## config.mk

```make
export PLATFORM = sky130hd
export DESIGN_NAME = seg7_scan_driver
export DESIGN_NICKNAME = d
export VERILOG_FILES = /design/src/rtl/seg7_scan_driver.sv
export SDC_FILE = /design/constraint.sdc
export NUM_CORES = 1
export LEC_CHECK = 0
export BUFFER_PORTS_ARGS = -buffer_cell sky130_fd_sc_hd__buf_2
export CAP_MARGIN = 20
export CORE_MARGIN = 3
export CORE_UTILIZATION = 55
export DETAILED_ROUTE_END_ITERATION = 6
export PLACE_DENSITY = 0.78
export SYNTH_ARGS = -nofsm -noshare
export SYNTH_HDL_FRONTEND = slang
export SYNTH_SLANG_ARGS = --single-unit
```

## constraint.sdc

```tcl
create_clock -name clk -period 2.9 [get_ports clk]
set_input_delay 0.145 -clock clk [delete_from_list [all_inputs] [get_ports clk]]
set_output_delay 0.145 -clock clk [all_outputs]
set_load 0.005 [all_outputs]
```

## src/rtl/seg7_scan_driver.sv

```systemverilog
// Time-multiplexed hex driver for a DIGITS-wide seven-segment display with per-slot blanking.
// Optional leading-zero blanking is compiled in when SEG7_LZB_EN is defined.
module seg7_scan_driver #(
  parameter int DIGITS         = 4,
  parameter int SCAN_DIV       = 50000,
  parameter int SEG_ACTIVE_LOW = 1,
  parameter int DIG_ACTIVE_LOW = 1,
  localparam int IDX_W         = (DIGITS > 1) ? $clog2(DIGITS) : 1
) (
  input  logic                  clk,
  input  logic                  rst_n,
  input  logic                  en,
  input  logic                  load,
  input  logic [4*DIGITS-1:0]   value_in,
  input  logic [DIGITS-1:0]     dp_in,
  output logic [6:0]            seg_out,
  output logic                  dp_out,
  output logic [DIGITS-1:0]     dig_sel,
  output logic [IDX_W-1:0]      scan_idx
);

  localparam int CNT_W = $clog2(SCAN_DIV);
  localparam logic [CNT_W-1:0] CNT_LAST = CNT_W'(SCAN_DIV - 1);
  localparam logic [IDX_W-1:0] IDX_LAST = IDX_W'(DIGITS - 1);
  localparam logic [6:0]        SEG_OFF  = (SEG_ACTIVE_LOW != 0) ? 7'h7F : 7'h00;
  localparam logic              DP_OFF   = (SEG_ACTIVE_LOW != 0);
  localparam logic [DIGITS-1:0] DIG_OFF  = (DIG_ACTIVE_LOW != 0) ? {DIGITS{1'b1}} : {DIGITS{1'b0}};

  typedef enum logic {
    ST_SHOW  = 1'b0,
    ST_BLANK = 1'b1
  } state_t;

  function automatic logic [6:0] hex_decode(input logic [3:0] nib);
    logic [6:0] seg;
    case (nib)
      4'h0: seg = 7'h3F;
      4'h1: seg = 7'h06;
      4'h2: seg = 7'h5B;
      4'h3: seg = 7'h4F;
      4'h4: seg = 7'h66;
      4'h5: seg = 7'h6D;
      4'h6: seg = 7'h7D;
      4'h7: seg = 7'h07;
      4'h8: seg = 7'h7F;
      4'h9: seg = 7'h6F;
      4'hA: seg = 7'h77;
      4'hB: seg = 7'h7C;
      4'hC: seg = 7'h39;
      4'hD: seg = 7'h5E;
      4'hE: seg = 7'h79;
      default: seg = 7'h71;
    endcase
    return seg;
  endfunction

`ifdef SEG7_LZB_EN
  // Bit i set when nibble i and every nibble above it are zero; digit 0 is always kept.
  function automatic logic [DIGITS-1:0] lzb_mask(input logic [4*DIGITS-1:0] val);
    logic [DIGITS-1:0] mask;
    logic              zero_above;
    mask       = '0;
    zero_above = 1'b1;
    for (int i = DIGITS - 1; i >= 1; i--) begin
      zero_above = zero_above && (val[4*i +: 4] == 4'h0);
      mask[i]    = zero_above;
    end
    return mask;
  endfunction
`else
  function automatic logic [DIGITS-1:0] lzb_mask(input logic [4*DIGITS-1:0] val);
    return (val == val) ? '0 : '0;
  endfunction
`endif

  logic [CNT_W-1:0]    cnt_q, cnt_d;
  logic [IDX_W-1:0]    scan_idx_q, scan_idx_d;
  logic [4*DIGITS-1:0] shadow_val_q, shadow_val_d;
  logic [DIGITS-1:0]   shadow_dp_q, shadow_dp_d;
  state_t              state_q, state_d;
  logic [6:0]          seg_lit_q, seg_lit_d;
  logic                dp_lit_q, dp_lit_d;
  logic [DIGITS-1:0]   dig_lit_q, dig_lit_d;

  logic                tick;
  logic [3:0]          cur_nib;
  logic                cur_dp;
  logic                cur_lzb;
  logic [DIGITS-1:0]   cur_onehot;
  logic [DIGITS-1:0]   blank_mask;
  logic [6:0]          seg_act;

  always_comb begin
    cnt_d        = cnt_q;
    scan_idx_d   = scan_idx_q;
    shadow_val_d = shadow_val_q;
    shadow_dp_d  = shadow_dp_q;
    state_d      = ST_BLANK;
    tick         = (cnt_q == CNT_LAST);
    blank_mask   = lzb_mask(shadow_val_q);
    cur_nib      = 4'h0;
    cur_dp       = 1'b0;
    cur_lzb      = 1'b0;
    cur_onehot   = '0;

    for (int i = 0; i < DIGITS; i++) begin
      if (scan_idx_q == IDX_W'(i)) begin
        cur_nib       = shadow_val_q[4*i +: 4];
        cur_dp        = shadow_dp_q[i];
        cur_lzb       = blank_mask[i];
        cur_onehot[i] = 1'b1;
      end
    end

    if (load) begin
      shadow_val_d = value_in;
      shadow_dp_d  = dp_in;
    end

    // The tick cycle of each slot is the blank cycle; the index advances behind it.
    if (en) begin
      if (tick) begin
        cnt_d      = '0;
        scan_idx_d = (scan_idx_q == IDX_LAST) ? '0 : scan_idx_q + 1'b1;
        state_d    = ST_BLANK;
      end else begin
        cnt_d      = cnt_q + 1'b1;
        state_d    = ST_SHOW;
      end
    end

    seg_act   = cur_lzb ? 7'h00 : hex_decode(cur_nib);
    seg_lit_d = (SEG_ACTIVE_LOW != 0) ? ~seg_act : seg_act;
    dp_lit_d  = (SEG_ACTIVE_LOW != 0) ? ~cur_dp : cur_dp;
    dig_lit_d = (DIG_ACTIVE_LOW != 0) ? ~cur_onehot : cur_onehot;
  end

  always_ff @(posedge clk) begin
    if (!rst_n) begin
      cnt_q        <= '0;
      scan_idx_q   <= '0;
      shadow_val_q <= '0;
      shadow_dp_q  <= '0;
      state_q      <= ST_BLANK;
    end else begin
      cnt_q        <= cnt_d;
      scan_idx_q   <= scan_idx_d;
      shadow_val_q <= shadow_val_d;
      shadow_dp_q  <= shadow_dp_d;
      state_q      <= state_d;
    end
  end

  // Lit patterns need no reset: the registered state forces the pins inactive.
  always_ff @(posedge clk) begin
    seg_lit_q <= seg_lit_d;
    dp_lit_q  <= dp_lit_d;
    dig_lit_q <= dig_lit_d;
  end

  assign seg_out  = (state_q == ST_SHOW) ? seg_lit_q : SEG_OFF;
  assign dp_out   = (state_q == ST_SHOW) ? dp_lit_q  : DP_OFF;
  assign dig_sel  = (state_q == ST_SHOW) ? dig_lit_q : DIG_OFF;
  assign scan_idx = scan_idx_q;

endmodule

```

; Yosys cells after proc, flatten, opt, wreduce, memory -nomap -nowiden
; Memories as Yosys holds them, arrays and structs flattened.
; Index checks and enable logic that the tools add are counted.
[word_totals]
register_bits = 51
romBits = 112
in_bits = 24
output_inout_bits = 14
elab_cells = 39
n_memories = 1
[memory_table]
columns = memory, words, width, rd, rd_ports_with_merged_regs, write_ports, line
row1 = (no name shown), 16, 7, 1, 0, 0, 36  ; case (nib)
[op_classes]
n_addsub = 2
eq_ne = 4
muxes = 18
bitwise_logic = 3
reduce_logical = 3
[op_table]
columns = op, n
row1 = $mux 4, 5
row2 = $add 16x1->16 const B, 1
row3 = $eq 16x16->1 const B, 1
row4 = $mux 16, 1
row5 = $mux 1, 10
row6 = $mux 7, 1
row7 = $not 7->7, 1
row8 = $eq 2x2->1 const B, 2
row9 = $not 4->4, 1
row10 = $reduce_and 2->1, 2
row11 = $add 2x1->2 const B, 1
row12 = $eq 2x1->1 const B, 1
row13 = $logic_not 2->1, 1
row14 = $mux 2, 1
row15 = $not 1->1, 1

; Depth between registers and ports, before layout
; Gate-level depths: netlist (run 1).
; An unclocked memory read counts as a cell.
[depth]
ltp_word = 7
ltp_mapped = 10
depth_no_buf = 9

; Least setup slack after synthesis (run 1)
; Ideal clock, no wire load.
[synth_path]
path_kind = flip-flop to flip-flop
startpoint = register scan_idx_q[1], in the netlist scan_idx[1]
endpoint = register seg_lit_q[6]
setup_ps = 117
t_arrival_ps = 2284
t_required_ps = 2783
path_slack_ps = 500
stages_incl_launch_ff = 10
path_buffers = 1
synth_period_minus_slack_ps = 2400
cell_sequence = dfxtp_1 -> inv_1 -> ha_1 -> clkbuf_1 -> nand3b_1 -> a221oi_1 -> inv_1 -> ha_1 -> mux2_2 -> a22o_1
[synth_between]
elab_chain_cells = 7
word_cells_on_any_way = 10
cone_classes = eq/ne: 3 / mux: 4 / bitwise: 1 / reduce/logical: 1 / memory: 1
[synth_rtl]
columns = element, line
row1 = from (decl), 77  ; logic [IDX_W-1:0] scan_idx_q, scan_idx_d;
row2 = from (signal assigned), 147  ; scan_idx_q <= scan_idx_d;
row3 = $logic_not 2->1, 107  ; if (scan_idx_q == IDX_W'(i)) begin
row4 = $mux 4 (3 in a row), 107
row5 = $mux 4 *, 107
row6 = $mem_v2 16x7 *, -
row7 = $not 7->7 *, 133  ; seg_lit_d = (SEG_ACTIVE_LOW != 0) ? ~seg_act : seg_act;
row8 = via seg_lit_d[6], 81  ; logic [6:0] seg_lit_q, seg_lit_d;
row9 = to (signal assigned), 156  ; seg_lit_q <= seg_lit_d;
row10 = to (decl), 81
; The timed path passes the listed nets; every way through them passes the cells marked *.
; A chain may end at the register's enable or synchronous reset.

; Worst setup path after layout (run 1)
[layout_path]
startpoint = register scan_idx_q[0], in the netlist scan_idx[0]
endpoint = register seg_lit_q[6]
; The elaborated chain is that of the path after synthesis.

==> summary.md, run 1 <==
| Metric | Value |
|---|---|
| Core box area | `0.00417 sq mm` |
| DIE WIDTH | `73.3 um` |
| Crit share post-route | `87.9%` |
| Leakage | `between 0.001 and 0.0015 uW` |
| Cell Count, Final, Fillers Out | `341` |
| Routability cong. | `0.777` |
| Worst-margin pin slew | `0.583 ns` |
| Post-Synthesis Cell Area | `0.00249 sq mm` |
| Count leader, synth | `dfxtp_1` |
| Fmax | `slightly below 400 MHz` |
| Total Power | `1390 uW` |
| Library cells used by synthesis | `50` |
| Post-synthesis cell count | `254` |
| Mapped Nets | `290` |
| Number of global-route vias before repair | `around 1800` |
| Multi-input logic area | `0.00137 sq mm` |
| DR pass1 iterations | `4` |
| Wire per inst | `13.8 um` |
| First-pass GRT wire length | `about 8 mm` |
| Worst vdd ir | `0.440 mV` |
| CP Data Required Time | `3.10 ns` |
| Grt total ovfl | `0` |
| Fraction of layout cells with a size suffix above 1 | `approximately 25%` |
| Clock Tree Buf Depth | `2` |
| Max_slew headroom | `61.1%` |
| Nets@finish | `roughly 330` |
| Remaining antenna violation count | `0` |
| Row count | `23` |
| Sw Ratio | `22.3%` |
| Kind of critical path | `register to register` |
| CTS root buffer | `clkbuf_8` |
| Pwr per Cell Area | `491 mW/mm^2` |
| Setup crit start kind | `register` |
| Synth cell count leaders | `dfxtp_1, mux2i_1, nor2b_1` |
| Reg2reg start | `scan_idx[0]` |
| Crit path capture type | `register` |
| Initial antenna violation count | `0` |
| DP HPWL | `3.50 mm` |
| Die area | `roughly 0.0054 sq mm` |
| Post-synth top area share | `41.0%` |
| Reg clk slew, reported paths | `0.09 ns` |
| I/O Pins | `38` |
| Share of flip-flops with an asynchronous set or reset | `0%` |
| Status | `finished clean` |
| Initial Util | `approximately three fifths` |
| Largest net degree at the start of global routing | `27` |
| Setup TNS | `0 ns` |
| Fillers | `328` |
| HP Start | `value_in[6]` |
| Placed instance count | `333` |
| Worst R2R End | `seg_lit_q[6]` |
| Sink Count | `51` |
| CP Cell Sequence | `ha_1, inv_1, o21a_1, a22oi_1, inv_1, ha_1, mux2_2, a22o_1` |
| Antenna cells | `0` |
| Crit-path max FO | `13` |
| Worst path slowest cell | `ha_1` |
| Gr usage total | `approximately a fifth` |
| Most used DFF post-synth | `dfxtp_1` |
| Mean Syn Cell Area | `~9.8 sq um` |
| Flops & latches, synth | `51` |
| Layout Skew | `0.00682 ns` |
| WHS Endpoint | `shadow_val_q[6]` |
| Slowest stage delay, CP | `0.48 ns` |
| H-tree levels | `2` |
| Drt drc | `0` |
| Synth warn | `0` |
| Critical path arrival | `2.75 ns` |
| Num CTS Buffers | `5` |
| Part of the power in registers | `between 50% and 60%` |
| Hold Path Depth | `3` |
| R2R depth | `8` |
| Area leader, netlist | `dfxtp_1` |
| Post-synth EDFFs | `0` |
| Count of final hold-check violations | `0` |
| Worst skew pair latency | `0.31 ns` |
| Seq/Total Area, Yosys | `41.0%` |
| Die Ht | `73.3 um` |
| Postcts setup bufs | `0` |
| Internal Power | `1080 uW` |
| Final setup viols | `0` |
| Net Sw Power | `310 uW` |
| Final Max Slew Viols | `0` |
| RSZ-0062 raised after global routing | `no` |
| P&R area growth vs syn | `13.6%` |
| Synth area leaders | `dfxtp_1, mux2i_1, ha_1` |
| Combinational Power Share | `9.5%` |
| Max-cap violation count | `0` |
| DR iter-0 viols | `just over 80` |
| Register area | `0.00102 sq mm` |
| Vias per inst | `5.41` |
| CTS tree | `yes` |
| Hold crit path type | `input pin to register` |
| Total Wirelength | `4.70 mm` |
| Internal reg-to-reg setup slack | `0.35 ns` |
| Clock power frac | `36.7%` |
| Number of port buffers | `37` |
| Via count | `between 1500 and 2000` |
| Post-layout min period | `2.55 ns` |
power groups by stage:
stage	Sequential [uW]	Combinational [uW]	Clock (uW)
global placement	764	128	0
global route	752	150	544
floorplan	757	94.1	0
finish	748	132	509
detailed placement	764	132	0
CTS	748	132	521
repair_timing:
item / 4_1_cts / 5_1_grt
resized for setup: 0 / 1
setup endpoints to repair: 0 / 1
hold buffers: 0 / 0
through the flow:
| step | area, sq um | hold slack [ns] | util (%) | worst slack (ns) |
|---|---|---|---|---|
| final | 2830 | 0.0945 | 67.8 | 0.350 |
| after global routing | 2830 | 0.105 | 67.8 | 0.103 |
| after CTS | 2820 | 0.0882 | 67.6 | 0.261 |
| after detailed placement | 2710 | 0.409 | 64.8 | 0.262 |
| after global placement | 2710 | 0.400 | 64.8 | 0.432 |
| after floorplan | 2490 | 0.217 | - | 0.500 |
state kept, by name, indices dropped and copies added, names as in the netlist:
signal        count
cnt_q            16
dig_lit_q         4
scan_idx          2
seg_lit_q         7
state_q           1
dp_lit_q          1
shadow_val_q     16
shadow_dp_q       4
layout make-up:
class | instances | share of cell area, %
clock buffer | 6 | 2.92
sequential | 51 | 36.1
multi-input combinational | 177 | 48.3
tap | 50 | 2.21
clock inverter | 2 | 1.24
timing repair buffer | 39 | 7.08
inverter | 16 | 2.12
kinds of logic (layout without fill, tap and decap cells):
family,after synthesis,in the layout,share of synthesized area (%)
and+or+nand+nor,94,94,24.2
DFF,51,51,41.0
AOI/OAI and AO/OA,32,32,9.14
muxes,29,29,11.8
buffers and inverters,26,63,4.37
adders and majority gates,12,12,6.03
xor gates and xnor gates,10,10,3.52
how the worst max path moves through the flow:
stage | from | endpoint | slack, ns | depth (start not counted)
finish | scan_idx[0] | seg_lit_q[6] | 0.35 | 8
global route | scan_idx[0] | seg_lit_q[6] | 0.10 | 8
CTS | scan_idx[0] | seg_lit_q[6] | 0.26 | 7
detailed placement | scan_idx[0] | seg_lit_q[6] | 0.26 | 7
global placement | scan_idx[0] | seg_lit_q[6] | 0.43 | 7
floorplan | scan_idx[1] | seg_lit_q[6] | 0.50 | 9
cell usage in the layout, fill, tap and decap left out, drive strengths merged, types with 5 or more instances in the layout:
| master | n |
|---|---|
| a21oi | 8 |
| buf | 39 |
| clkbuf | 6 |
| dfxtp | 51 |
| ha | 12 |
| inv | 16 |
| mux2i | 27 |
| nand2 | 11 |
| nand3 | 6 |
| nand4 | 5 |
| nor2 | 10 |
| nor2b | 23 |
| o21ai | 5 |
| or2 | 13 |
| xnor2 | 6 |
per-layer routing:
layer | vias to the layer above | global-route usage, % | share of wire, %
met1 | 843 | 25.3 | 48
met4 | 0 | 6.44 | 1.7
met3 | 8 | 5.88 | 4.6
met5 | - | 0 | 0
met2 | 39 | 30.9 | 46
li1 | 955 | - | -
critical path, delay by kind of cell (launching register included):
kind                       cells  cell delay [ns]
AOI/OAI and AO/OA              3             0.70
adders and majority gates      2             0.74
buffers and inverters          2             0.30
DFF                            1             0.42
muxes                          1             0.27
Note: power is estimated with default switching activity, not from simulation.
==> run 2: changes to the inputs <==
- CORE_MARGIN: 3 -> unset
- CORE_UTILIZATION: 55 -> 51
- PLACE_DENSITY: 0.78 -> 0.76
- RECOVER_POWER: unset -> 100
- clock period: 2.9 -> 2.1 ns (I/O delays scaled with it)
==> run 2 against run 1 <==
Net effect: register-to-register slack worse by 0.24 ns; clock skew barely moved; power is 28% higher; global-route usage up 0.11 points; first-iteration DRC count down 22%; critical path type unchanged; critical endpoint unchanged; highest routed layer unchanged.
==> summary.md, run 2 (synthesis results as in run 1) <==
| Metric | Value |
|---|---|
| Status | `finished clean` |
| Most common library cell in the layout ignoring fill and taps | `dfxtp_1` |
| Crit share post-route | `94.8% (+6.8 points)` |
| Final Max Slew Viols | `0 (unchanged)` |
| RSZ-0062 raised after global routing | `yes` |
| Max-cap violation count | `0 (unchanged)` |
| First-pass GRT wire length | `7.91 mm (-2.6%)` |
| DIE WIDTH | `71.9 um (-1.9%)` |
| Number of global-route vias before repair | `1756 (-2.7%)` |
| Most frequent cells in the layout | `dfxtp_1, buf_2, mux2i_1` |
| Num CTS Buffers | `5 (unchanged)` |
| Crit path capture type | `register` |
| Die Ht | `71.9 um (-1.9%)` |
| Leakage | `0.00115 uW (+0.53%)` |
| Final design utilization | `61.2% (-6.6 points)` |
| Register area | `0.00102 sq mm (+0.24%)` |
| Fraction of layout cells with a size suffix above 1 | `29.5% (+4.4 points)` |
| HP Start | `value_in[10]` |
| Placed instance count | `355 (+6.6%)` |
| Multi-input logic area | `0.00140 sq mm (+2.4%)` |
| Biggest regs | `cnt_q: 16 flops, shadow_val_q: 16 flops, seg_lit_q: 7 flops` |
| Row count | `25 (+8.7%)` |
| Total Wirelength | `4.66 mm (-0.89%)` |
| Wire per inst | `12.9 um (-6.6%)` |
| CP Data Required Time | `2.30 ns (-0.80 ns)` |
| Via count | `1847 (+0.11%)` |
| DP HPWL | `3.52 mm (+0.50%)` |
| CTS root buffer | `clkbuf_8` |
| R2R depth | `9 (+1)` |
| CTS tree | `yes` |
| Drt drc | `0 (unchanged)` |
| Crit-path max FO | `8 (-5)` |
| Grt total ovfl | `0 (unchanged)` |
| Fillers | `404 (+23%)` |
| # hold bufs at CTS | `0 (unchanged)` |
| Hold Path Depth | `3 (unchanged)` |
| Number of port buffers | `37 (unchanged)` |
| Gr usage total | `19.6% (+0.11 points)` |
| Worst vdd ir | `0.346 mV (-21%)` |
| Hold crit path type | `input pin to register` |
| Reg2reg start | `scan_idx[0]` |
| Antenna cells | `0 (unchanged)` |
| Nets@finish | `331 (+1.5%)` |
| Kind of critical path | `register to register` |
| I/O Pins | `38 (unchanged)` |
| Max_slew headroom | `4.70% (-56 points)` |
| Post-layout min period | `1.99 ns (-0.560 ns)` |
| Reg clk slew, reported paths | `0.09 ns (about the same)` |
| Remaining antenna violation count | `0 (unchanged)` |
| Worst setup startpoint | `scan_idx[0]` |
| Routability cong. | `0.801 (+3.1%)` |
| Pwr per Cell Area | `617 mW/mm^2 (+26%)` |
| P&R area growth vs syn | `16.1%` |
| Vias per inst | `5.10 (-5.7%)` |
| Worst skew pair latency | `0.30 ns (about the same)` |
| Core box area | `0.00472 sq mm (+13%)` |
| Critical path arrival | `2.19 ns (-0.56 ns)` |
| Initial antenna violation count | `0 (unchanged)` |
| Count of final hold-check violations | `0 (unchanged)` |
| Die area | `0.00517 sq mm (-3.8%)` |
| Initial Util | `52.7% (-7.0 points)` |
| Cell Count, Final, Fillers Out | `362 (+6.2%)` |
| DR pass1 iterations | `4 (unchanged)` |
| Sink Count | `51 (unchanged)` |
| DR iter-0 viols | `64 (-22%)` |
| Layout Skew | `0.00688 ns (+0.0000653 ns)` |
| Largest net degree at the start of global routing | `27 (unchanged)` |
| Setup crit start kind | `register` |
| Final setup viols | `0 (unchanged)` |
| H-tree levels | `2 (unchanged)` |
| Clock Tree Buf Depth | `2 (unchanged)` |
| Worst-margin pin slew | `1.43 ns (+0.847 ns)` |
| Fmax | `502 MHz (+28%)` |
==> run 2: cell count changes in the layout (fill, tap and decap cells not counted), sizes merged <==
cell	previous run	this run
buf	39	43
clkbuf	6	7
bufinv	1	0
==> run 2: repair_timing <==
item	CTS	global route
resized for setup	0	5
setup buffers	0	0
endpoints found under the setup margin	0	5
==> run 2: worst max-delay path: stages, from the launching register on <==
cell and delay, ns:
dfxtp_2 0.33, inv_1 0.08, ha_2 0.26, inv_1 0.10, o21a_1 0.18, a22oi_2 0.16
inv_1 0.11, ha_1 0.23, mux2_2 0.27, a22o_1 0.17
==> run 2: per-layer routing <==
metal	GRT usage [%]	vias to the layer above	part of all wire [%]
met2	31.3	32	46
met3	5.28	2	3.9
met4	5.23	0	0.62
met1	26.3	852	49
li1	-	961	-
met5	0	-	0
==> run 2: metrics by stage <==
step	instance area, sq um	total power (uW)	setup WS (ns)	hold slack [ns]	setup TNS [ns]
2_1_floorplan	2530	1180	0.00197	0.177	0
3_3_place_gp	2790	1240	0.109	0.360	0
6_report	2890	1780	0.110	0.0596	0
5_1_grt	2890	1860	-0.00314	0.0628	-0.00314
4_1_cts	2880	1800	0.0510	0.0570	0
3_5_place_dp	2790	1240	0.0591	0.374	0
==> run 2: power by group <==
group	leakage, uW	internal [uW]	total [uW]	switching (uW)
Sequential	0.000419	1010	1030	23.8
Combinational	0.000680	99.8	187	87.2
Clock	0.0000470	259	565	306
Total	0.00115	1370	1780	416
==> run 2: final timing paths <==
kind         slack [ns]               end
min                0.06  shadow_val_q[10]
min reg2reg        0.49          dp_lit_q
max                0.11      seg_lit_q[6]
max reg2reg        0.11      seg_lit_q[6]
==> run 2: layout make-up <==
| cell class | instances | share of cell area (%) |
|---|---|---|
| clock buffer | 6 | 2.86 |
| clock inverter | 1 | 0.173 |
| multi-input combinational | 177 | 48.4 |
| sequential | 51 | 35.4 |
| timing repair buffer | 44 | 8.18 |
| inverter | 16 | 2.08 |
| tap | 67 | 2.90 |
